`src/rtl/brick_hit_arbiter.sv`:
```
// Round-robin serializer of brick-hit requests onto the single-port brick-matrix
// collision interface: one-cycle collision pulse per hit, then a mandatory low gap.
module brick_hit_arbiter #(
  parameter int NUM_REQ    = 4,
  parameter int COLS       = 17,
  parameter int ROWS       = 14,
  parameter int GAP_CYCLES = 1
) (
  input  logic                    clk,
  input  logic                    reset,
  input  logic [NUM_REQ-1:0]      hitReq,
  input  logic [NUM_REQ-1:0][4:0] hitX,
  input  logic [NUM_REQ-1:0][3:0] hitY,
  output logic [NUM_REQ-1:0]      hitAck,
  output logic [NUM_REQ-1:0]      hitDrop,
  output logic                    collision,
  output logic [4:0]              brickCollision1X,
  output logic [3:0]              brickCollision1Y,
  output logic                    busy
);

  localparam int IW = (NUM_REQ > 1) ? $clog2(NUM_REQ) : 1;
  localparam int CW = (GAP_CYCLES > 1) ? $clog2(GAP_CYCLES) : 1;
  localparam logic [4:0] COLS_L = 5'(COLS);
  localparam logic [3:0] ROWS_L = 4'(ROWS);

  typedef enum logic [1:0] {IDLE = 2'd0, ISSUE = 2'd1, GAP = 2'd2} state_t;

  state_t                  state, state_next;
  logic [NUM_REQ-1:0]      pend, pend_next, accept, drop_now, grant_onehot;
  logic [NUM_REQ-1:0][4:0] px;
  logic [NUM_REQ-1:0][3:0] py;
  logic [IW-1:0]           ptr, ptr_next, grant_idx;
  logic [CW-1:0]           gap_cnt;
  logic                    any_pend, gap_last, grant_now;

  // Round-robin pick: first pending slot at or after ptr, wrapping modulo NUM_REQ.
  always_comb begin
    logic       found;
    logic [IW-1:0] idx;
    int         sum;
    found     = 1'b0;
    grant_idx = '0;
    idx       = '0;
    sum       = 0;
    for (int k = 0; k < NUM_REQ; k++) begin
      sum = int'(ptr) + k;
      if (sum >= NUM_REQ) begin
        sum = sum - NUM_REQ;
      end else begin
        sum = sum;
      end
      idx = IW'(sum);
      if (!found && pend[idx]) begin
        grant_idx = idx;
        found     = 1'b1;
      end else begin
        found = found;
      end
    end
  end

  assign any_pend     = |pend;
  assign gap_last     = (state == GAP) && (gap_cnt == CW'(GAP_CYCLES - 1));
  assign grant_now    = any_pend && ((state == IDLE) || gap_last);
  assign grant_onehot = grant_now ? (NUM_REQ'(1) << grant_idx) : '0;
  assign ptr_next     = (grant_idx == IW'(NUM_REQ - 1)) ? '0 : grant_idx + 1'b1;

  // A strobe is taken if in range and its slot is free or being granted right now.
  for (genvar i = 0; i < NUM_REQ; i++) begin : g_slot
    assign accept[i] = hitReq[i] && (hitX[i] < COLS_L) && (hitY[i] < ROWS_L) &&
                       (!pend[i] || grant_onehot[i]);

    // Coordinate capture for slot i.
    always_ff @(posedge clk) begin
      if (reset) begin
        px[i] <= 5'd0;
        py[i] <= 4'd0;
      end else if (accept[i]) begin
        px[i] <= hitX[i];
        py[i] <= hitY[i];
      end else begin
        px[i] <= px[i];
        py[i] <= py[i];
      end
    end
  end

  assign drop_now  = hitReq & ~accept;
  assign pend_next = (pend & ~grant_onehot) | accept;

  // Next FSM state.
  always_comb begin
    state_next = state;
    case (state)
      IDLE:    state_next = grant_now ? ISSUE : IDLE;
      ISSUE:   state_next = GAP;
      GAP: begin
        if (gap_last) begin
          state_next = grant_now ? ISSUE : IDLE;
        end else begin
          state_next = GAP;
        end
      end
      default: state_next = IDLE;
    endcase
  end

  // FSM, pending flags, pointer and all registered outputs.
  always_ff @(posedge clk) begin
    if (reset) begin
      state            <= IDLE;
      pend             <= '0;
      ptr              <= '0;
      gap_cnt          <= '0;
      collision        <= 1'b0;
      hitAck           <= '0;
      hitDrop          <= '0;
      brickCollision1X <= 5'd0;
      brickCollision1Y <= 4'd0;
      busy             <= 1'b0;
    end else begin
      state     <= state_next;
      pend      <= pend_next;
      collision <= grant_now;
      hitAck    <= grant_onehot;
      hitDrop   <= drop_now;
      busy      <= (|pend_next) || (state_next != IDLE);
      if (state == GAP) begin
        gap_cnt <= gap_cnt + 1'b1;
      end else begin
        gap_cnt <= '0;
      end
      if (grant_now) begin
        brickCollision1X <= px[grant_idx];
        brickCollision1Y <= py[grant_idx];
        ptr              <= ptr_next;
      end else begin
        brickCollision1X <= brickCollision1X;
        brickCollision1Y <= brickCollision1Y;
        ptr              <= ptr;
      end
    end
  end

endmodule
```
`config.mk`:
```
export PLATFORM = sky130hd
export DESIGN_NAME = brick_hit_arbiter
export DESIGN_NICKNAME = d
export VERILOG_FILES = /design/src/rtl/brick_hit_arbiter.sv
export SDC_FILE = /design/constraint.sdc
export NUM_CORES = 1
export LEC_CHECK = 0
export CORE_ASPECT_RATIO = 2
export CORE_UTILIZATION = 54
export DETAILED_ROUTE_END_ITERATION = 6
export PLACE_DENSITY = 0.84
export SETUP_SLACK_MARGIN = 0.02
export SYNTH_ARGS = -nofsm -noshare
export SYNTH_HDL_FRONTEND = slang
export SYNTH_SLANG_ARGS = --single-unit
```
`constraint.sdc`:
```
create_clock -name clk -period 4.7 [get_ports clk]
set_input_delay 0.705 -clock clk [delete_from_list [all_inputs] [get_ports clk]]
set_output_delay 0.705 -clock clk [all_outputs]
set_load 0.02 [all_outputs]
```
Word level (Yosys, flattened, before mapping)
Index checks and enable logic that the tools add are counted.

Bits in registers: 64. Output and inout port bits: 19. Word-level logic and storage cells: 118.

Add/subtract/negate cells: 9. $lt $le $gt $ge: 17. Equality and inequality tests: 3. Shift operators: 1. Multiplexer cells: 28. Bitwise operators: 7. Reduce and logical (&&, ||, !) cells: 35.

Operators by type and width (count): $lt 5x5->1 const B (4); $mux 2 (10); $logic_and 1x1->1 (17); $lt 4x4->1 const B (4); $lt 2x3->1 const B (5); $bmux 5 s2 (1); $ge 3x3->1 const B (3); $and 4x4->4 (2); $bmux 1 s2 (4); $bmux 4 s2 (1); $mux 1 (8); $mux 4 (2); $not 4->4 (2); $reduce_or 4->1 (2); $sub 2x1->2 const B (4); $logic_not 1->1 (7); $add 2x2->3 const B (2); $logic_or 1x1->1 (6); $pmux 2 s3 (1); $mux 5 (1); $eq 2x2->1 const B (2); $or 4x4->4 (1); $shl 1x2->4 const A (1); $add 2x1->3 const B (1); other kinds (8) (9).

Depth between registers and ports, before layout
Gate-level depths: netlist of the first run.

Depth in word-level cells: 21. Depth in mapped cells: 10.

Worst setup path before layout of the first run
No wires, ideal clock.

Path type: register to register. From: reg ptr[0]. To: reg px[17] (netlist bit). Setup time: 0.129 ns. Data arrival time: 2.075 ns. Path slack: 2.496 ns. Cell stages (with the launch flop): 11. Path buffers: 1. Period minus slack after synthesis: 2.204 ns. Cell sequence: dfxtp_1 nand2b_1 a21oi_1 a211o_1 inv_2 clkbuf_1 ha_1 a21boi_0 nor2_4 mux2i_1 nor2_1.

Word-level cells in the longest chain between the ends: 18.

RTL lines: start: declaration (RTL line 33) `logic [IW-1:0] ptr, ptr_next, grant_idx;`; start signal: assignment (RTL line 137) `ptr <= ptr_next;`; start signal: assignment (RTL line 141) `ptr <= ptr;`; parallel branches: the longest is 13 deep, another holds $add 2x1->3; $mux 2 * (RTL line 54) `if (!found && pend[idx]) begin`; $shl 1x2->4 * (RTL line 66) `assign grant_onehot = grant_now ? (NUM_REQ'(1) << grant_idx) : '0;`; $mux 4 * (RTL line 66); $logic_or 1x1->1 * (RTL line 72) `(!pend[i] || grant_onehot[i]);`; $logic_and 1x1->1 * (RTL line 71) `assign accept[i] = hitReq[i] && (hitX[i] < COLS_L) && (hitY[i] < ROWS_L) &&`; end signal: indexed assignment (RTL line 80) `px[i] <= hitX[i];`; end signal: indexed assignment (RTL line 83) `px[i] <= px[i];`; end: declaration (RTL line 31) `logic [NUM_REQ-1:0][4:0] px;`.

Mark *: on every way between the ends. The select of a mux whose other input is x is not followed. A chain may end at the register's enable or synchronous reset.

Worst setup path after layout of the first run
From: in hitX[5] (netlist bit). To: reg px[8] (netlist bit).

Word-level cells in the longest chain between the ends: 4.

RTL lines: start: declaration (RTL line 12) `input logic [NUM_REQ-1:0][4:0] hitX,`; $lt 5x5->1 (RTL line 71); $logic_and 1x1->1 (3 in a row) (RTL line 71).

No other way between the ends.

==> results of run 1 <==
==> how the worst max path moves through the flow <==
| stage | depth (start not counted) | endpoint | slack, ns | from |
|---|---|---|---|---|
| floorplan | 10 | px[17]$_SDFFE_PP0P_ | 2.50 | ptr[0]$_SDFFE_PP0P_ |
| global placement | 6 | px[8]$_SDFFE_PP0P_ | 1.56 | hitX[5] |
| detailed placement | 6 | py[4]$_SDFFE_PP0P_ | 1.62 | hitX[5] |
| CTS | 6 | px[8]$_SDFFE_PP0P_ | 1.93 | hitX[5] |
| global route | 6 | px[8]$_SDFFE_PP0P_ | 1.84 | hitX[5] |
| finish | 6 | px[8]$_SDFFE_PP0P_ | 1.94 | hitX[5] |
==> flip-flops by register name, summed over array words and instances (netlist names) <==
| name | flops |
|---|---|
| collision | 1 |
| py | 16 |
| px | 20 |
| brickCollision1Y | 4 |
| ptr | 2 |
| gap_cnt | 1 |
| pend | 4 |
| hitDrop | 4 |
| hitAck | 4 |
| state | 2 |
| brickCollision1X | 5 |
| busy | 1 |
==> metal layers <==
layer / vias to the layer above / global-route usage / part of all wire / routed length [um]
li1: 1101 / - / - / -
met1: 1068 / 0.261 / 0.38 / 2440
met2: 61 / 0.454 / 0.55 / 3530
met3: 15 / 0.0541 / 0.033 / 212
met4: 0 / 0.118 / 0.029 / 182
met5: - / 0 / 0 / 0
==> logic make-up after synthesis <==
| kind of cell | Yosys count | synth area share |
|---|---|---|
| mux | 56 | 0.199 |
| flops | 64 | 0.455 |
| compound gates | 32 | 0.0916 |
| simple gates | 111 | 0.211 |
| buf+inv | 21 | 0.0387 |
| fa+ha+maj | 1 | 0.00445 |
==> layout by cell type, fill, tap and decap left out, types with 2 or more instances in the layout <==
cell type,count
sky130_fd_sc_hd__a21o_1,2
sky130_fd_sc_hd__a21oi_1,5
sky130_fd_sc_hd__a32o_1,9
sky130_fd_sc_hd__and2_1,3
sky130_fd_sc_hd__buf_4,2
sky130_fd_sc_hd__bufinv_16,2
sky130_fd_sc_hd__clkbuf_1,2
sky130_fd_sc_hd__clkbuf_8,12
sky130_fd_sc_hd__clkdlybuf4s50_1,59
sky130_fd_sc_hd__dfxtp_1,64
sky130_fd_sc_hd__inv_1,3
sky130_fd_sc_hd__mux2i_1,56
sky130_fd_sc_hd__nand2_1,18
sky130_fd_sc_hd__nand2b_1,38
sky130_fd_sc_hd__nand3_1,8
sky130_fd_sc_hd__nor2_1,27
sky130_fd_sc_hd__nor2b_1,7
sky130_fd_sc_hd__nor3b_1,3
sky130_fd_sc_hd__o21ai_0,2
sky130_fd_sc_hd__o41ai_1,4
==> worst max-delay path: stages <==
cell and delay (ns):
sky130_fd_sc_hd__clkdlybuf4s50_1 0.43, sky130_fd_sc_hd__o41ai_1 0.37, sky130_fd_sc_hd__nand3_1 0.20, sky130_fd_sc_hd__nor2b_1 0.89
sky130_fd_sc_hd__mux2i_1 0.31, sky130_fd_sc_hd__nor2_1 0.06
==> area by class of cell <==
| type | count | area (um2) |
|---|---|---|
| fill | 385 | 1320 |
| timing repair buffer | 62 | 611 |
| tap | 57 | 71.3 |
| clock buffer | 14 | 173 |
| clock inverter | 2 | 60.1 |
| multi-input combinational | 200 | 1420 |
| inverter | 4 | 15.0 |
| sequential | 64 | 1280 |
==> metrics by stage <==
step / instances / setup slack, ns
after detailed placement: 387 / 1.62
after floorplan: 285 / 2.50
after global routing: 403 / 1.84
final: 403 / 1.94
after global placement: 387 / 1.56
after CTS: 403 / 1.93
==> where the power goes <==
part / total [W] / switching, W / internal, W / leakage [nW]
clock network: 0.000543 / 0.000201 / 0.000343 / 0.117
registers: 0.000610 / 0.0000274 / 0.000583 / 0.524
logic: 0.000264 / 0.000134 / 0.000130 / 0.761
total: 0.00142 / 0.000362 / 0.00106 / 1.40
==> Flow_metrics.wiki, run 1 <==
{| class="wikitable"
! Metric !! Value
|-
| Result of the run || completed
|-
| Slew of the pin with the lowest slew margin || between 1 and 1.5 ns
|-
| R2r worst-path depth || 9
|-
| Antenna-violating nets left || 0
|-
| Layout net count || about 380
|-
| Area overhead of the layout relative to synthesis || 29.2%
|-
| Unrepaired setup endpoints after global routing || no
|-
| Vias per cell || around 5.6
|-
| Post-route standard cell area excluding fillers || around 0.0036 mm2
|-
| Leak Pwr || between 1 and 1.5 nW
|-
| Maximum root-to-sink buffer count || 2
|-
| Most area-consuming cells after synthesis || sky130_fd_sc_hd__dfxtp_1 46%, sky130_fd_sc_hd__mux2i_1 20%, sky130_fd_sc_hd__nand2b_1 8.4%, sky130_fd_sc_hd__nor2_1 3.6%, sky130_fd_sc_hd__a32o_1 3.2%
|-
| Async SR Flop Fraction || 0
|-
| Worst path arrival time || about 3.0 ns
|-
| Synth unique cells || 38
|-
| Total iterations of the first detailed-routing run || 4
|-
| Launching point of the worst reg2reg path || pend[0]$_SDFF_PP0_
|-
| Hold wc startpoint || gap_cnt$_SDFF_PP0_
|-
| Post-place instance area || 0.00340 mm2
|-
| Worst-path fanout max || 10
|-
| Most repeated cell in the gate-level netlist after synthesis || sky130_fd_sc_hd__dfxtp_1
|-
| Number of sinks driven by the clock tree || between 60 and 70
|-
| Post-synth top area share || 0.455
|-
| Placeable core region || 0.00495 mm2
|-
| Number of buffers created by CTS || 9
|-
| Most frequently used flop master after synthesis || sky130_fd_sc_hd__dfxtp_1
|-
| Share of post-route cells with drive strength above 1 || 0.0636
|-
| Initial standard-cell utilization of the core || 0.568
|-
| Maximum number of pins on one net before global-route repair || slightly above 70
|-
| Final core utilization || 0.734
|-
| Number of instances in the synthesized netlist || around 290
|-
| CTS tree || built
|-
| Post-route worst hold slack || ~0.47 ns
|-
| EDFF count, synth || 0
|-
| Hold violation total from the final report || 0
|-
| Starting DRT DRC Count || 43
|-
| Post-synthesis average cell area || just under 10 um2
|-
| Cts-stage hold buffer count || 0
|-
| Power consumption || about 0.0014 W
|-
| Min-Delay Path Depth || 1
|-
| Post-Syn Area || approximately 0.0028 mm2
|-
| Later-pin clock latency in the skew report || around 0.34 ns
|-
| Worst min path class || register to register
|-
| Worst Hold Endpoint || gap_cnt$_SDFF_PP0_
|-
| Final Slew Violations || 0
|-
| Gr ovfl total || 0
|-
| Number of global-route vias before repair || ~2200
|-
| First-pass GRT wire length || between 10000 and 15000 um
|-
| Worst Setup Start Kind || input pin
|-
| Ant diodes || 0
|-
| All-layer global routing usage || 0.253
|-
| Post-route DRC || 0
|-
| Die footprint || 0.00552 mm2
|-
| Setup repair bufs after CTS || 0
|-
| Number of core rows || 36
|-
| Total wirelength of the detailed-routed design || around 6400 um
|-
| Setup Total Neg Slack || 0 ns
|-
| Sequential area share after synthesis || 0.455
|-
| Flip-flop and latch count after synthesis || 64
|-
| Gates resized, CTS repair || 0
|-
| Clock transition at the register clock pins on the worst setup and hold paths after CTS || about 0.070 ns
|-
| Floorplan die height || around 100 um
|-
| Final GP Congestion || between 0.8 and 0.9
|-
| Fin crit period || 2.76 ns
|-
| Tcrit/Tclk final || 0.587
|-
| Worst Setup End Kind || register
|-
| Max capacitance violation total || 0
|-
| Buffers added on ports || 60
|-
| Setup-violating endpoint count in the final report || 0
|-
| Count of boundary I/O pins || around 60
|-
| Max Clock Skew || 0.00575 ns
|-
| Initial antenna violation count || 0
|-
| Areal power density over the cells || 390 mW/mm2
|-
| Type of the worst setup path || input pin to register
|-
| Post-DR wirelength/cell || 15.8 um
|-
| Number of warnings printed during yosys synthesis || 0
|-
| Maximum level of the CTS H-tree || 3
|-
| Most area-hungry cell type in the Yosys netlist || sky130_fd_sc_hd__dfxtp_1
|-
| Worst voltage drop across the vdd grid || about 0.39 mV
|-
| Reg-to-Reg End || busy$_SDFF_PP0_
|-
| Total vias in the final route || 2245
|-
| Synth Net Count || 328
|-
| Estimated wirelength of the detail-placed design || 4690 um
|-
| Top post-synthesis cells by count || 64 x sky130_fd_sc_hd__dfxtp_1, 56 x sky130_fd_sc_hd__mux2i_1, 38 x sky130_fd_sc_hd__nand2b_1
|-
| Required time of the critical path || 4.90 ns
|-
| Peak clock frequency supported by timing || roughly 0.36 GHz
|-
| Clk root buf || sky130_fd_sc_hd__clkbuf_8
|-
| X dimension of the die || approximately 53 um
|-
| R2R setup slack || about 2.2 ns
|-
| Worst relative slew slack || 0.253
|}
(Power assumes the default switching activity.)
==> run 2: changes to the inputs <==
- CORE_UTILIZATION: 54 -> 45
- PLACE_DENSITY: 0.84 -> 0.75
- clock period: 4.7 -> 2.35 ns (I/O delays scaled with it)
==> Flow_metrics.wiki, run 2 (synthesis results as in run 1) <==
{| class="wikitable"
! Metric !! Value
|-
| Result of the run || complete, but fails checks (was completed)
|-
| Failing checks || design-rule violations
|-
| Maximum level of the CTS H-tree || 3 (unchanged)
|-
| Areal power density over the cells || 803 mW/mm2 (was 390 mW/mm2)
|-
| Largest delay contributor family on the critical path || compound AO/OA/AOI/OAI gates (was simple AND/OR/NAND/NOR gates)
|-
| Placeable core region || 0.00601 mm2 (was 0.00495 mm2)
|-
| Most common cell after layout, fill and taps aside || sky130_fd_sc_hd__dfxtp_1 (unchanged)
|-
| Worst Setup End Kind || register (unchanged)
|-
| Final setup slack of the worst path || 0.285 ns (was 1.94 ns)
|-
| Post-place instance area || 0.00349 mm2 (was 0.00340 mm2)
|-
| Worst Hold Endpoint || py[2]$_SDFFE_PP0P_ (was gap_cnt$_SDFF_PP0_)
|-
| Number of sinks driven by the clock tree || 64 (unchanged)
|-
| R2r worst-path depth || 8 (was 9)
|-
| Later-pin clock latency in the skew report || 0.33 ns (was 0.34 ns)
|-
| Layout net count || 393 (was 384)
|-
| Final GP Congestion || 0.776 (was 0.862)
|-
| Ant diodes || 0 (unchanged)
|-
| Fin cells || 418 (was 403)
|-
| Area overhead of the layout relative to synthesis || 34.1% (was 29.2%)
|-
| Worst Setup Start Kind || register (was input pin)
|-
| Unrepaired setup endpoints after global routing || no (unchanged)
|-
| Min-Delay Path Depth || 2 (was 1)
|-
| Cell occurring most often along the worst timing path || sky130_fd_sc_hd__buf_4
|-
| Estimated wirelength of the detail-placed design || 4700 um (was 4690 um)
|-
| Post-DR wirelength/cell || 15.6 um (was 15.8 um)
|-
| CTS tree || built (unchanged)
|-
| Type of the worst setup path || register to register (was input pin to register)
|-
| Worst path arrival time || 2.29 ns (was 2.96 ns)
|-
| List of cells traversed by the critical path || a21o_1 > a21oi_1 > o22a_1 > buf_4 > buf_4 > mux2i_1 > nand2_1 > a32o_1 (was clkdlybuf4s50_1 > o41ai_1 > nand3_1 > nor2b_1 > mux2i_1 > nor2_1)
|-
| Number of core rows || 40 (was 36)
|-
| Initial antenna violation count || 0 (unchanged)
|-
| Worst min path class || register to register (unchanged)
|-
| Hold violation total from the final report || 0 (unchanged)
|-
| Tcrit/Tclk final || 0.879
|-
| Registers with the most flip-flops || px x20, py x16, brickCollision1X x5 (unchanged)
|-
| Peak clock frequency supported by timing || just under 0.5 GHz
|-
| Count of boundary I/O pins || 61 (unchanged)
|-
| Worst voltage drop across the vdd grid || 0.450 mV (was 0.387 mV)
|-
| Part of the power in combinational logic || 0.186 (about the same)
|-
| Launching point of the worst reg2reg path || pend[0]$_SDFF_PP0_ (unchanged)
|-
| Share of post-route cells with drive strength above 1 || 0.0930 (was 0.0636)
|-
| Setup-violating endpoint count in the final report || 0 (unchanged)
|-
| Commonest cells after routing, fill and taps aside || 64 x sky130_fd_sc_hd__dfxtp_1, 59 x sky130_fd_sc_hd__clkdlybuf4s50_1, 56 x sky130_fd_sc_hd__mux2i_1 (unchanged)
|-
| Count of placed standard cells including taps || 402 (was 387)
|-
| Worst setup slack after placement || 0.103 ns (was 1.62 ns)
|-
| Initial standard-cell utilization of the core || 0.469 (was 0.568)
|-
| Clock transition at the register clock pins on the worst setup and hold paths after CTS || 0.05 ns (was 0.07 ns)
|-
| Critical path buffer and inverter count || 2 (was 1)
|-
| Setup Total Neg Slack || 0 ns (unchanged)
|-
| Cts-stage hold buffer count || 0 (unchanged)
|-
| X dimension of the die || 57.9 um (was 53.0 um)
|-
| Slew of the pin with the lowest slew margin || 0.633 ns (was 1.12 ns)
|-
| Final Slew Violations || 0 (unchanged)
|-
| Worst relative slew slack || 0.577 (was 0.253)
|-
| Buffers added on ports || 60 (unchanged)
|-
| Starting DRT DRC Count || 54 (was 43)
|-
| Fin crit period || a little over 2 ns
|-
| Antenna-violating nets left || 0 (unchanged)
|-
| Total wirelength of the detailed-routed design || 6500 um (was 6360 um)
|-
| Gates resized, CTS repair || 0 (unchanged)
|-
| Total vias in the final route || 2255 (was 2245)
|-
| Gr ovfl total || 0 (unchanged)
|-
| All-layer global routing usage || 0.211 (was 0.253)
|-
| Maximum root-to-sink buffer count || 2 (unchanged)
|-
| Die footprint || 0.00659 mm2 (was 0.00552 mm2)
|-
| Sw frac || 0.268 (was 0.256)
|-
| Worst-path fanout max || 12 (was 10)
|-
| Number of buffers created by CTS || 9 (unchanged)
|-
| Cell-internal power || 0.00222 W (was 0.00106 W)
|-
| Power consumption || 0.00303 W (was 0.00142 W)
|-
| Required time of the critical path || 2.57 ns (was 4.90 ns)
|-
| Reported net switching power || 0.000813 W (was 0.000362 W)
|-
| Max capacitance violation total || 0 (unchanged)
|-
| Cell with the largest stage delay on the worst path || sky130_fd_sc_hd__dfxtp_1 (was sky130_fd_sc_hd__nor2b_1)
|-
| Number of global-route vias before repair || 2205 (was 2231)
|-
| Setup repair bufs after CTS || 0 (unchanged)
|-
| Vias per cell || 5.39 (was 5.57)
|-
| R2R setup slack || 0.28 ns (was 2.15 ns)
|-
| Leak Pwr || 1.48 nW (was 1.40 nW)
|-
| Flip-flop count of the largest register after layout || 20 (unchanged)
|-
| Fraction of power consumed by the clock network || 0.412 (was 0.383)
|-
| Maximum number of pins on one net before global-route repair || 42 (was 71)
|-
| Crit-path max cell delay || 0.36 ns (was 0.89 ns)
|-
| First-pass GRT wire length || 10400 um (was 10200 um)
|-
| Hold wc startpoint || py[2]$_SDFFE_PP0P_ (was gap_cnt$_SDFF_PP0_)
|-
| Reg-to-Reg End || brickCollision1Y[3]$_SDFFE_PP0P_ (was busy$_SDFF_PP0_)
|-
| Post-route standard cell area excluding fillers || 0.00377 mm2 (was 0.00363 mm2)
|-
| Floorplan die height || 114 um (was 104 um)
|-
| Top reg by flops || px (unchanged)
|-
| Total iterations of the first detailed-routing run || 6 (was 4)
|-
| Post-route DRC || 4 (was 0)
|-
| Max Clock Skew || 0.00701 ns (was 0.00575 ns)
|-
| Sequential share of power || 0.402 (was 0.430)
|-
| Clk root buf || sky130_fd_sc_hd__clkbuf_16 (was sky130_fd_sc_hd__clkbuf_8)
|}
run 2: how the worst max path moves through the flow:
stage	start	endpoint	cells after the start
2_1_floorplan	ptr[0]$_SDFFE_PP0P_	px[17]$_SDFFE_PP0P_	10
3_3_place_gp	hitX[0]	py[0]$_SDFFE_PP0P_	6
3_5_place_dp	hitX[0]	py[1]$_SDFFE_PP0P_	6
4_1_cts	pend[0]$_SDFF_PP0_	busy$_SDFF_PP0_	9
5_1_grt	pend[0]$_SDFF_PP0_	busy$_SDFF_PP0_	9
6_report	pend[0]$_SDFF_PP0_	brickCollision1Y[3]$_SDFFE_PP0P_	8
run 2: metrics by stage:
stage,hold WS (ns),util
6_report,0.475,0.628
5_1_grt,0.498,0.628
4_1_cts,0.475,0.628
3_5_place_dp,0.464,0.581
3_3_place_gp,0.459,0.581
2_1_floorplan,0.439,-
run 2: layout make-up:
type	instances	area, um2
clock buffers	11	253
clock inverters	5	31.3
fillers	509	2230
inverters	4	15.0
multi-input cells	200	1420
flip-flops and latches	64	1280
well taps	63	78.8
repair buffers	71	691
run 2: per-layer routing:
layer / up-vias / track usage / part of all wire
met2: 57 / 0.387 / 0.54
li1: 1120 / - / -
met5: - / 0 / 0
met3: 15 / 0.0556 / 0.041
met1: 1063 / 0.213 / 0.40
met4: 0 / 0.102 / 0.024
run 2: worst register-to-register path, stage by stage (launching register included):
cell                      delay, ns
sky130_fd_sc_hd__dfxtp_1       0.36
sky130_fd_sc_hd__a21o_1        0.19
sky130_fd_sc_hd__a21oi_1       0.14
sky130_fd_sc_hd__o22a_1        0.18
sky130_fd_sc_hd__buf_4         0.23
sky130_fd_sc_hd__buf_4         0.27
sky130_fd_sc_hd__mux2i_1       0.23
sky130_fd_sc_hd__nand2_1       0.11
sky130_fd_sc_hd__a32o_1        0.25
run 2: power by group through the flow:
| stage | combinational [W] | clock [W] | sequential (W) |
|---|---|---|---|
| finish | 0.000562 | 0.00125 | 0.00122 |
| global route | 0.000607 | 0.00130 | 0.00123 |
| CTS | 0.000565 | 0.00126 | 0.00122 |
| detailed placement | 0.000561 | 0 | 0.00124 |
| global placement | 0.000555 | 0 | 0.00124 |
| floorplan | 0.000306 | 0 | 0.00127 |
==> run 3: changes to the inputs <==
- CORE_MARGIN: unset -> 5
==> Flow_metrics.wiki, run 3 (synthesis results as in run 1) <==
{| class="wikitable"
! Metric !! Value
|-
| Result of the run || completed (was complete, but fails checks)
|-
| Worst relative slew slack || 0.568 (was 0.577)
|-
| Min-Delay Path Depth || 2 (unchanged)
|-
| Gr ovfl total || 0 (unchanged)
|-
| Die footprint || 0.00803 mm2 (was 0.00659 mm2)
|-
| Fin crit period || 2.15 ns (was 2.07 ns)
|-
| First-pass GRT wire length || 11000 um (was 10400 um)
|-
| Antenna-violating nets left || 0 (unchanged)
|-
| Initial standard-cell utilization of the core || 0.465 (was 0.469)
|-
| Clk root buf || sky130_fd_sc_hd__clkbuf_16 (unchanged)
|-
| Total wirelength of the detailed-routed design || 6820 um (was 6500 um)
|-
| Count of boundary I/O pins || 61 (unchanged)
|-
| Placeable core region || 0.00606 mm2 (was 0.00601 mm2)
|-
| Number of sinks driven by the clock tree || 64 (unchanged)
|-
| Type of the worst setup path || register to register (unchanged)
|-
| Number of buffers created by CTS || 9 (unchanged)
|-
| Max Clock Skew || 0.00518 ns (was 0.00701 ns)
|-
| Peak clock frequency supported by timing || 0.466 GHz (was 0.484 GHz)
|-
| Floorplan die height || 122 um (was 114 um)
|-
| Worst path arrival time || 2.36 ns (was 2.29 ns)
|-
| Commonest cells after routing, fill and taps aside || 64 x sky130_fd_sc_hd__dfxtp_1, 59 x sky130_fd_sc_hd__clkdlybuf4s50_1, 56 x sky130_fd_sc_hd__mux2i_1 (unchanged)
|-
| Hold violation total from the final report || 0 (unchanged)
|-
| Setup-violating endpoint count in the final report || 0 (unchanged)
|-
| Clock transition at the register clock pins on the worst setup and hold paths after CTS || 0.05 ns (about the same)
|-
| Routed length on met2 || 3790 um (was 3500 um)
|-
| Setup repair bufs after CTS || 0 (unchanged)
|-
| Most common cell after layout, fill and taps aside || sky130_fd_sc_hd__dfxtp_1 (unchanged)
|-
| Unrepaired setup endpoints after global routing || no (unchanged)
|-
| Registers with the most flip-flops || px x20, py x16, brickCollision1X x5 (unchanged)
|-
| Total vias in the final route || 2236 (was 2255)
|-
| Tcrit/Tclk final || 0.913 (was 0.879)
|-
| Sum of routed wire segments on met1 || 2500 um (was 2580 um)
|-
| Total iterations of the first detailed-routing run || 4 (was 6)
|-
| Areal power density over the cells || 775 mW/mm2 (was 803 mW/mm2)
|-
| Maximum number of pins on one net before global-route repair || 45 (was 42)
|-
| Max capacitance violation total || 0 (unchanged)
|-
| Flip-flop count of the largest register after layout || 20 (unchanged)
|-
| Estimated wirelength of the detail-placed design || 5220 um (was 4700 um)
|-
| CTS tree || built (unchanged)
|-
| Final GP Congestion || 0.781 (was 0.776)
|-
| Vias per cell || 5.14 (was 5.39)
|-
| R2r worst-path depth || 8 (unchanged)
|-
| Worst min path class || input pin to register (was register to register)
|-
| Later-pin clock latency in the skew report || 0.33 ns (about the same)
|-
| Required time of the critical path || 2.57 ns (about the same)
|-
| Worst-path fanout max || 12 (unchanged)
|-
| Number of global-route vias before repair || 2288 (was 2205)
|-
| Area overhead of the layout relative to synthesis || 33.3% (was 34.1%)
|-
| Cts-stage hold buffer count || 0 (unchanged)
|-
| Maximum level of the CTS H-tree || 3 (unchanged)
|-
| Post-route DRC || 0 (was 4)
|-
| Maximum root-to-sink buffer count || 2 (unchanged)
|-
| Layout filler cell count || 530 (was 509)
|-
| Starting DRT DRC Count || 87 (was 54)
|-
| Top reg by flops || px (unchanged)
|-
| Top layer reached by signal wires || met4 (unchanged)
|-
| Final Slew Violations || 0 (unchanged)
|-
| Leak Pwr || 1.45 nW (was 1.48 nW)
|-
| Sum of met3 wire segment lengths after detailed routing || 355 um (was 267 um)
|-
| Share of post-route cells with drive strength above 1 || 0.0769 (was 0.0930)
|-
| Initial antenna violation count || 0 (unchanged)
|-
| Slew of the pin with the lowest slew margin || 0.644 ns (was 0.633 ns)
|-
| All-layer global routing usage || 0.184 (was 0.211)
|-
| Post-route worst hold slack || 0.274 ns (was 0.475 ns)
|-
| Worst Setup End Kind || register (unchanged)
|-
| X dimension of the die || 65.9 um (was 57.9 um)
|-
| Number of core rows || 40 (unchanged)
|-
| Buffers added on ports || 60 (unchanged)
|-
| Worst voltage drop across the vdd grid || 0.493 mV (was 0.450 mV)
|-
| Setup Total Neg Slack || 0 ns (unchanged)
|-
| Layout net count || 392 (was 393)
|-
| Post-DR wirelength/cell || 15.7 um (was 15.6 um)
|-
| Ant diodes || 0 (unchanged)
|-
| Worst Setup Start Kind || register (unchanged)
|}
## run 3: cell count changes in the layout (fill, tap and decap cells not counted)
cell,delta
sky130_fd_sc_hd__clkbuf_8,-2
sky130_fd_sc_hd__buf_4,-1
sky130_fd_sc_hd__clkinv_4,-1
sky130_fd_sc_hd__clkbuf_1,+2
sky130_fd_sc_hd__clkinv_2,-1
sky130_fd_sc_hd__clkinvlp_4,-1
## run 3: critical path, stage by stage (launching register included)
cell and delay [ns]:
sky130_fd_sc_hd__dfxtp_1 0.36, sky130_fd_sc_hd__a21o_1 0.20, sky130_fd_sc_hd__a21oi_1 0.16, sky130_fd_sc_hd__o22a_1 0.22, sky130_fd_sc_hd__buf_4 0.26, sky130_fd_sc_hd__buf_4 0.26, sky130_fd_sc_hd__mux2i_1 0.21, sky130_fd_sc_hd__nand2_1 0.11
sky130_fd_sc_hd__a32o_1 0.25
## run 3: timing repair
item / 4_1_cts / 5_1_grt
endpoints found under the hold margin: 0 / 0
resized for setup: 0 / 1
setup endpoints to repair: 0 / 1
## run 3: cell type report
cell class              count  area [um2]  area share
clock buffers              11         233      0.0620
clock inverters             2        10.0     0.00267
inverters                   4        15.0     0.00400
multi-input cells         200        1420       0.380
flip-flops and latches     64        1280       0.342
well taps                  84         105      0.0280
repair buffers             70         683       0.182
## run 3: where the power goes
group          switching [W]  internal (W)  total [W]
combinational       0.000280      0.000281   0.000561
sequential         0.0000551       0.00117    0.00122
clock               0.000431      0.000690    0.00112
total               0.000766       0.00214    0.00291
## run 3: routing by layer
layer,GRT usage,vias up
li1,-,1118
met1,0.180,1037
met2,0.341,67
met3,0.0415,14
met4,0.101,0
met5,0,-
## run 3: stage by stage
stage	area, um2	total power (W)	std cells	utilization	setup WS (ns)
detailed placement	3510	0.00180	422	0.579	0.0712
global placement	3510	0.00179	422	0.579	0.0756
finish	3750	0.00291	435	0.619	0.203
global route	3750	0.00302	435	0.619	0.0884
floorplan	2810	0.00157	285	-	0.146
CTS	3750	0.00293	435	0.619	0.147
## run 3: final timing paths
path,start,end,slack [ns]
worst max register to register,pend[0]$_SDFF_PP0_,brickCollision1Y[3]$_SDFFE_PP0P_,0.20
worst min register to register,brickCollision1Y[0]$_SDFFE_PP0P_,brickCollision1Y[0]$_SDFFE_PP0P_,0.46
worst max-delay path,pend[0]$_SDFF_PP0_,brickCollision1Y[3]$_SDFFE_PP0P_,0.20
worst min-delay path,reset,pend[1]$_SDFF_PP0_,0.27
==> patch 1: new RTL, settings of run 2 <==
Make the reset (`reset`) asynchronous in 2 clocked blocks.
--- a/src/rtl/brick_hit_arbiter.sv
+++ b/src/rtl/brick_hit_arbiter.sv
@@ -72,7 +72,7 @@
                        (!pend[i] || grant_onehot[i]);
 
     // Coordinate capture for slot i.
-    always_ff @(posedge clk) begin
+    always_ff @(posedge clk or posedge reset) begin
       if (reset) begin
         px[i] <= 5'd0;
         py[i] <= 4'd0;
@@ -107,7 +107,7 @@
   end
 
   // FSM, pending flags, pointer and all registered outputs.
-  always_ff @(posedge clk) begin
+  always_ff @(posedge clk or posedge reset) begin
     if (reset) begin
       state            <= IDLE;
       pend             <= '0;
Function: differs if reset is asserted again (counterexample within 4 cycles, from zero or initial values and one cycle with reset high); with reset held inactive, the same outputs for 10 cycles.
==> patch 1 against run 2 <==
The flow still finishes with violations (design-rule violations). Cell area increased by 3.4%. Utilization rose by 2.2 points. Sequential cell count unchanged. Die area is 0.90% lower. Synthesized cell count shrank 24%. Worst setup slack lost 0.15 ns. Routed wire length is 2.7% higher. Synthesized area down 0.93%. Global-route usage increased by 2.2 points. Highest routed layer unchanged.
Power is not compared: it rests on default switching activity, and its combinational part moved more than twofold at a synthesized area within 25%.
==> patch 1: results (changes against run 2) <==
first-pass GRT wire length=10900 µm (was 10400 µm); met1 Use GR=0.237 (was 0.213); largest net degree at the start of global routing=65 (was 42); highest-delay cell along the critical path=o41ai_4 (was dfxtp_1); failing checks=design-rule violations (unchanged); GRT met2 Usage=0.417 (was 0.387); GR Util All Layers=0.233 (was 0.211); ranking of synthesized cells by area=dfrtp_1, mux2_2, mux2_1 (was dfxtp_1, mux2i_1, nand2b_1); Final nets=341 (was 393); placed cells=345 (was 402); non-filler instance count after layout=366 (was 418); Post-synth ARST share=1.00 (was 0); Crit Path Max Fanout=6 (was 12); detailed placer's ending HPWL=5100 µm (was 4700 µm); met3 usage=0.0526 (was 0.0556); post-placement setup slack=0.0479 ns (was 0.103 ns); drt drc=2 (was 4); Post-synth top flop=dfrtp_1 (was dfxtp_1); First DRT Iteration DRCs=75 (was 54); Hold Path Class=input port to asynchronous set/reset pin (was register to register); status=finished, violations left (unchanged); share of layout cells above drive strength 1=0.221 (was 0.0930); Vias=2094 (was 2255); Slew @ Worst Pin=0.526 ns (was 0.633 ns); GP Congestion=0.927 (was 0.776); CP max stage delay=0.55 ns (was 0.36 ns)
## patch 1: cell count changes in the layout (fill, tap and decap cells not counted), moves of 10 or more
cell	before	now
dfxtp_1	64	0
dfrtp_1	0	61
mux2i_1	56	10
nand2b_1	38	3
nor2_1	27	4
mux2_2	0	20
mux2_1	0	16
inv_1	3	13
## patch 1: power breakdown
part	internal (W)	switching, W	leakage, nW
sequential	0.00162	0.000374	0.756
clock	0.000874	0.000451	0.150
combinational	0.00111	0.00104	0.798
total	0.00361	0.00186	1.70
## patch 1: cell families (layout without fill, tap and decap cells)
group	after synthesis	in the layout	synth area share
adders and majority gates	1	1	0.00449
buffers and inverters	24	111	0.0377
AOI/OAI and AO/OA	43	43	0.133
muxes	46	46	0.181
and+or+nand+nor	38	38	0.0691
DFF	64	64	0.575
## patch 1: repair_timing
action / 4_1_cts / 5_1_grt
setup buffers: 0 / 5
resized for setup: 0 / 6
hold buffers: 0 / 0
endpoints found under the setup margin: 0 / 10
## patch 1: per-layer routing
metal	vias up	part of all wire
li1	954	-
met1	1055	0.35
met2	67	0.58
met3	18	0.035
met4	0	0.037
met5	-	0
## patch 1: layout make-up
cell class,count,area [µm²]
clock buffers,13,260
clock inverters,3,40.0
fillers,469,2100
inverters,15,56.3
multi-input cells,128,1090
flip-flops and latches,64,1610
well taps,63,78.8
repair buffers,80,776
## patch 1: final timing paths
| path | cells past startpoint | startpoint | to | slack [ns] |
|---|---|---|---|---|
| min in group clk | 1 | state[0]$_DFF_PP0_ | gap_cnt$_DFF_PP0_ | 0.48 |
| min | 3 | reset | hitDrop[1]$_DFF_PP0_ | 0.40 |
| max | 5 | pend[2]$_DFF_PP0_ | busy$_DFF_PP0_ | 0.13 |
| min reg2reg | 1 | state[0]$_DFF_PP0_ | gap_cnt$_DFF_PP0_ | 0.48 |
| max in group asynchronous | 3 | reset | pend[0]$_DFF_PP0_ | 1.66 |
| max reg2reg | 5 | pend[2]$_DFF_PP0_ | busy$_DFF_PP0_ | 0.13 |
## patch 1: critical path, delay by kind of cell, from the launching register on
kind                   cells  cell delay [ns]
AOI/OAI and AO/OA          1             0.55
and+or+nand+nor            2             0.77
DFF                        1             0.44
buffers and inverters      2             0.32
## patch 1: through the flow
stage          area (µm²)  utilization  hold WS [ns]  total power (W)
2_1_floorplan        2790            -         0.431          0.00326
3_3_place_gp         3560        0.592         0.447          0.00400
3_5_place_dp         3560        0.592         0.466          0.00405
4_1_cts              3860        0.642         0.419          0.00540
5_1_grt              3900        0.650         0.445          0.00578
6_report             3900        0.650         0.396          0.00547
==> patch 2: new RTL, config.mk and constraints of run 2 <==
Made on the original files. `NUM_REQ`: 4 -> 16.
--- a/src/rtl/brick_hit_arbiter.sv
+++ b/src/rtl/brick_hit_arbiter.sv
@@ -1,7 +1,7 @@
 // Round-robin serializer of brick-hit requests onto the single-port brick-matrix
 // collision interface: one-cycle collision pulse per hit, then a mandatory low gap.
 module brick_hit_arbiter #(
-  parameter int NUM_REQ    = 4,
+  parameter int NUM_REQ    = 16,
   parameter int COLS       = 17,
   parameter int ROWS       = 14,
   parameter int GAP_CYCLES = 1
Ports: changed (5 resized); port bits go from 61 to 205. The function was not compared with the original's and may differ.
==> patch 2 against run 2 <==
The run ends with negative setup slack left. Cell area rose to 5.5 times the old value. Worst setup slack got worse by 2.9 ns. Non-clock buffer count rose by 555. Die area rose to 4.2 times the old value. Routed wire length rose to 11 times the old value. Sequential cell count rose by 146. Synthesized area rose to 4.4 times the old value. Highest routed layer unchanged.
Power is left out: the tool's default activity adds up to more than one toggle a clock period on the data nets, which glitch-free logic cannot reach.
==> patch 2: results (changes against run 2) <==
status=finished, violations left (unchanged); failing checks=negative setup slack (was design-rule violations); Netlist cell types=87 (was 38); Reg clk slew, reported paths=0.08 ns (was 0.05 ns); GR Util All Layers=0.441 (was 0.211); Port Buf Inserts=204 (was 60); Final setup viols=208 (was 0); crit path DAT=5.34 ns (was 2.29 ns); Hold Path Class=input port to register (was register to register); TritonCTS Buffers=17 (was 9); Post-synth ARST share=0 (unchanged); CP max stage delay=0.40 ns (was 0.36 ns); Post-synth top flop=dfxtp_1 (unchanged); root buffer cell=clkbuf_16 (unchanged); Crit Path Max Fanout=7 (was 12); initial antenna violation count=2 (was 0); Final nets=2087 (was 393); detailed placer's ending HPWL=43100 µm (was 4700 µm); worst-skew pair later-pin latency=0.52 ns (was 0.33 ns); synth cell count leaders=dfxtp_1, mux2i_1, nor2_1 (was dfxtp_1, mux2i_1, nand2b_1); Syn. warnings=0 (unchanged); highest-delay cell along the critical path=o41ai_4 (was dfxtp_1); total negative slack=-487.38 ns (was 0 ns); Worst Skew=0.0271 ns (was 0.00701 ns); Largest delay share family, worst path=compound AO/OA/AOI/OAI gates (unchanged); Seq/Total Area, Yosys=0.343 (was 0.455); Avg WL per Cell=30.3 µm (was 15.6 µm); Max Buffers Root-to-Sink=3 (was 2); endpoints failing hold=0 (unchanged); First DRT Iteration DRCs=1345 (was 54); first-pass GRT wire length=91200 µm (was 10400 µm); share of layout cells above drive strength 1=0.435 (was 0.0930); # H-tree levels=1 (was 3); GP Congestion=1.03 (was 0.776); Final Worst Setup Slack=-2.63 ns (was 0.285 ns); Rel. slew slack=0.585 (was 0.577); Syn Nets=1545 (was 328); Vias=15100 (was 2255); DRT Pass-1 Iters=6 (unchanged); Largest regs=px (80), py (64) (was px (20), py (16), brickCollision1X (5)); largest net degree at the start of global routing=69 (was 42); ranking of synthesized cells by area=dfxtp_1, mux2i_1, mux4_2 (was dfxtp_1, mux2i_1, nand2b_1)
-- patch 2: through the flow --
stage,setup slack (ns),area [µm²],instances
2_1_floorplan,-2.37,12600,1374
3_3_place_gp,-2.85,16700,2119
3_5_place_dp,-2.87,16700,2119
4_1_cts,-2.41,19800,2242
5_1_grt,-2.81,20900,2275
6_report,-2.63,20900,2275
-- patch 2: per-layer routing --
metal | track usage | vias up | share of wire
met4 | 0.512 | 0 | 0.15
met5 | 0 | - | 0
met1 | 0.364 | 7171 | 0.28
met3 | 0.0891 | 659 | 0.081
met2 | 0.797 | 1135 | 0.49
li1 | - | 6133 | -
-- patch 2: path summary, 6_finish.rpt --
check	end	slack (ns)	start	depth (start not counted)
worst min-delay path	px[21]$_SDFFE_PP0P_	0.30	reset	2
worst max-delay path	px[24]$_SDFFE_PP0P_	-2.63	ptr[1]$_SDFFE_PP0P_	20
worst min register to register	brickCollision1X[0]$_SDFFE_PP0P_	0.47	brickCollision1X[0]$_SDFFE_PP0P_	2
worst max register to register	px[24]$_SDFFE_PP0P_	-2.63	ptr[1]$_SDFFE_PP0P_	20
-- patch 2: kinds of logic after synthesis --
group / after synthesis / share of synthesized area
XOR/XNOR: 11 / 0.0100
flip-flops: 210 / 0.343
buffers and inverters: 123 / 0.0473
multiplexers: 262 / 0.250
adder cells (fa/ha/maj): 9 / 0.00919
AND/OR/NAND/NOR: 466 / 0.184
AO/OA/AOI/OAI: 293 / 0.157
-- patch 2: layout make-up --
class,count,area [µm²]
Antenna cell,1,2.50
Sequential cell,210,4220
Fill cell,1631,5910
Inverter,15,80.1
Multi-Input combinational cell,1046,9490
Clock buffer,23,468
Clock inverter,6,109
Timing Repair Buffer,626,6090
Tap cell,348,435
-- patch 2: timing repair --
item | 4_1_cts | 5_1_grt
gates cloned | 17 | 2
hold endpoints to repair | 0 | 0
setup endpoints to repair | 206 | 208
gates resized for setup | 356 | 212
pin swaps | 102 | 104
buffers inserted | 83 | 41
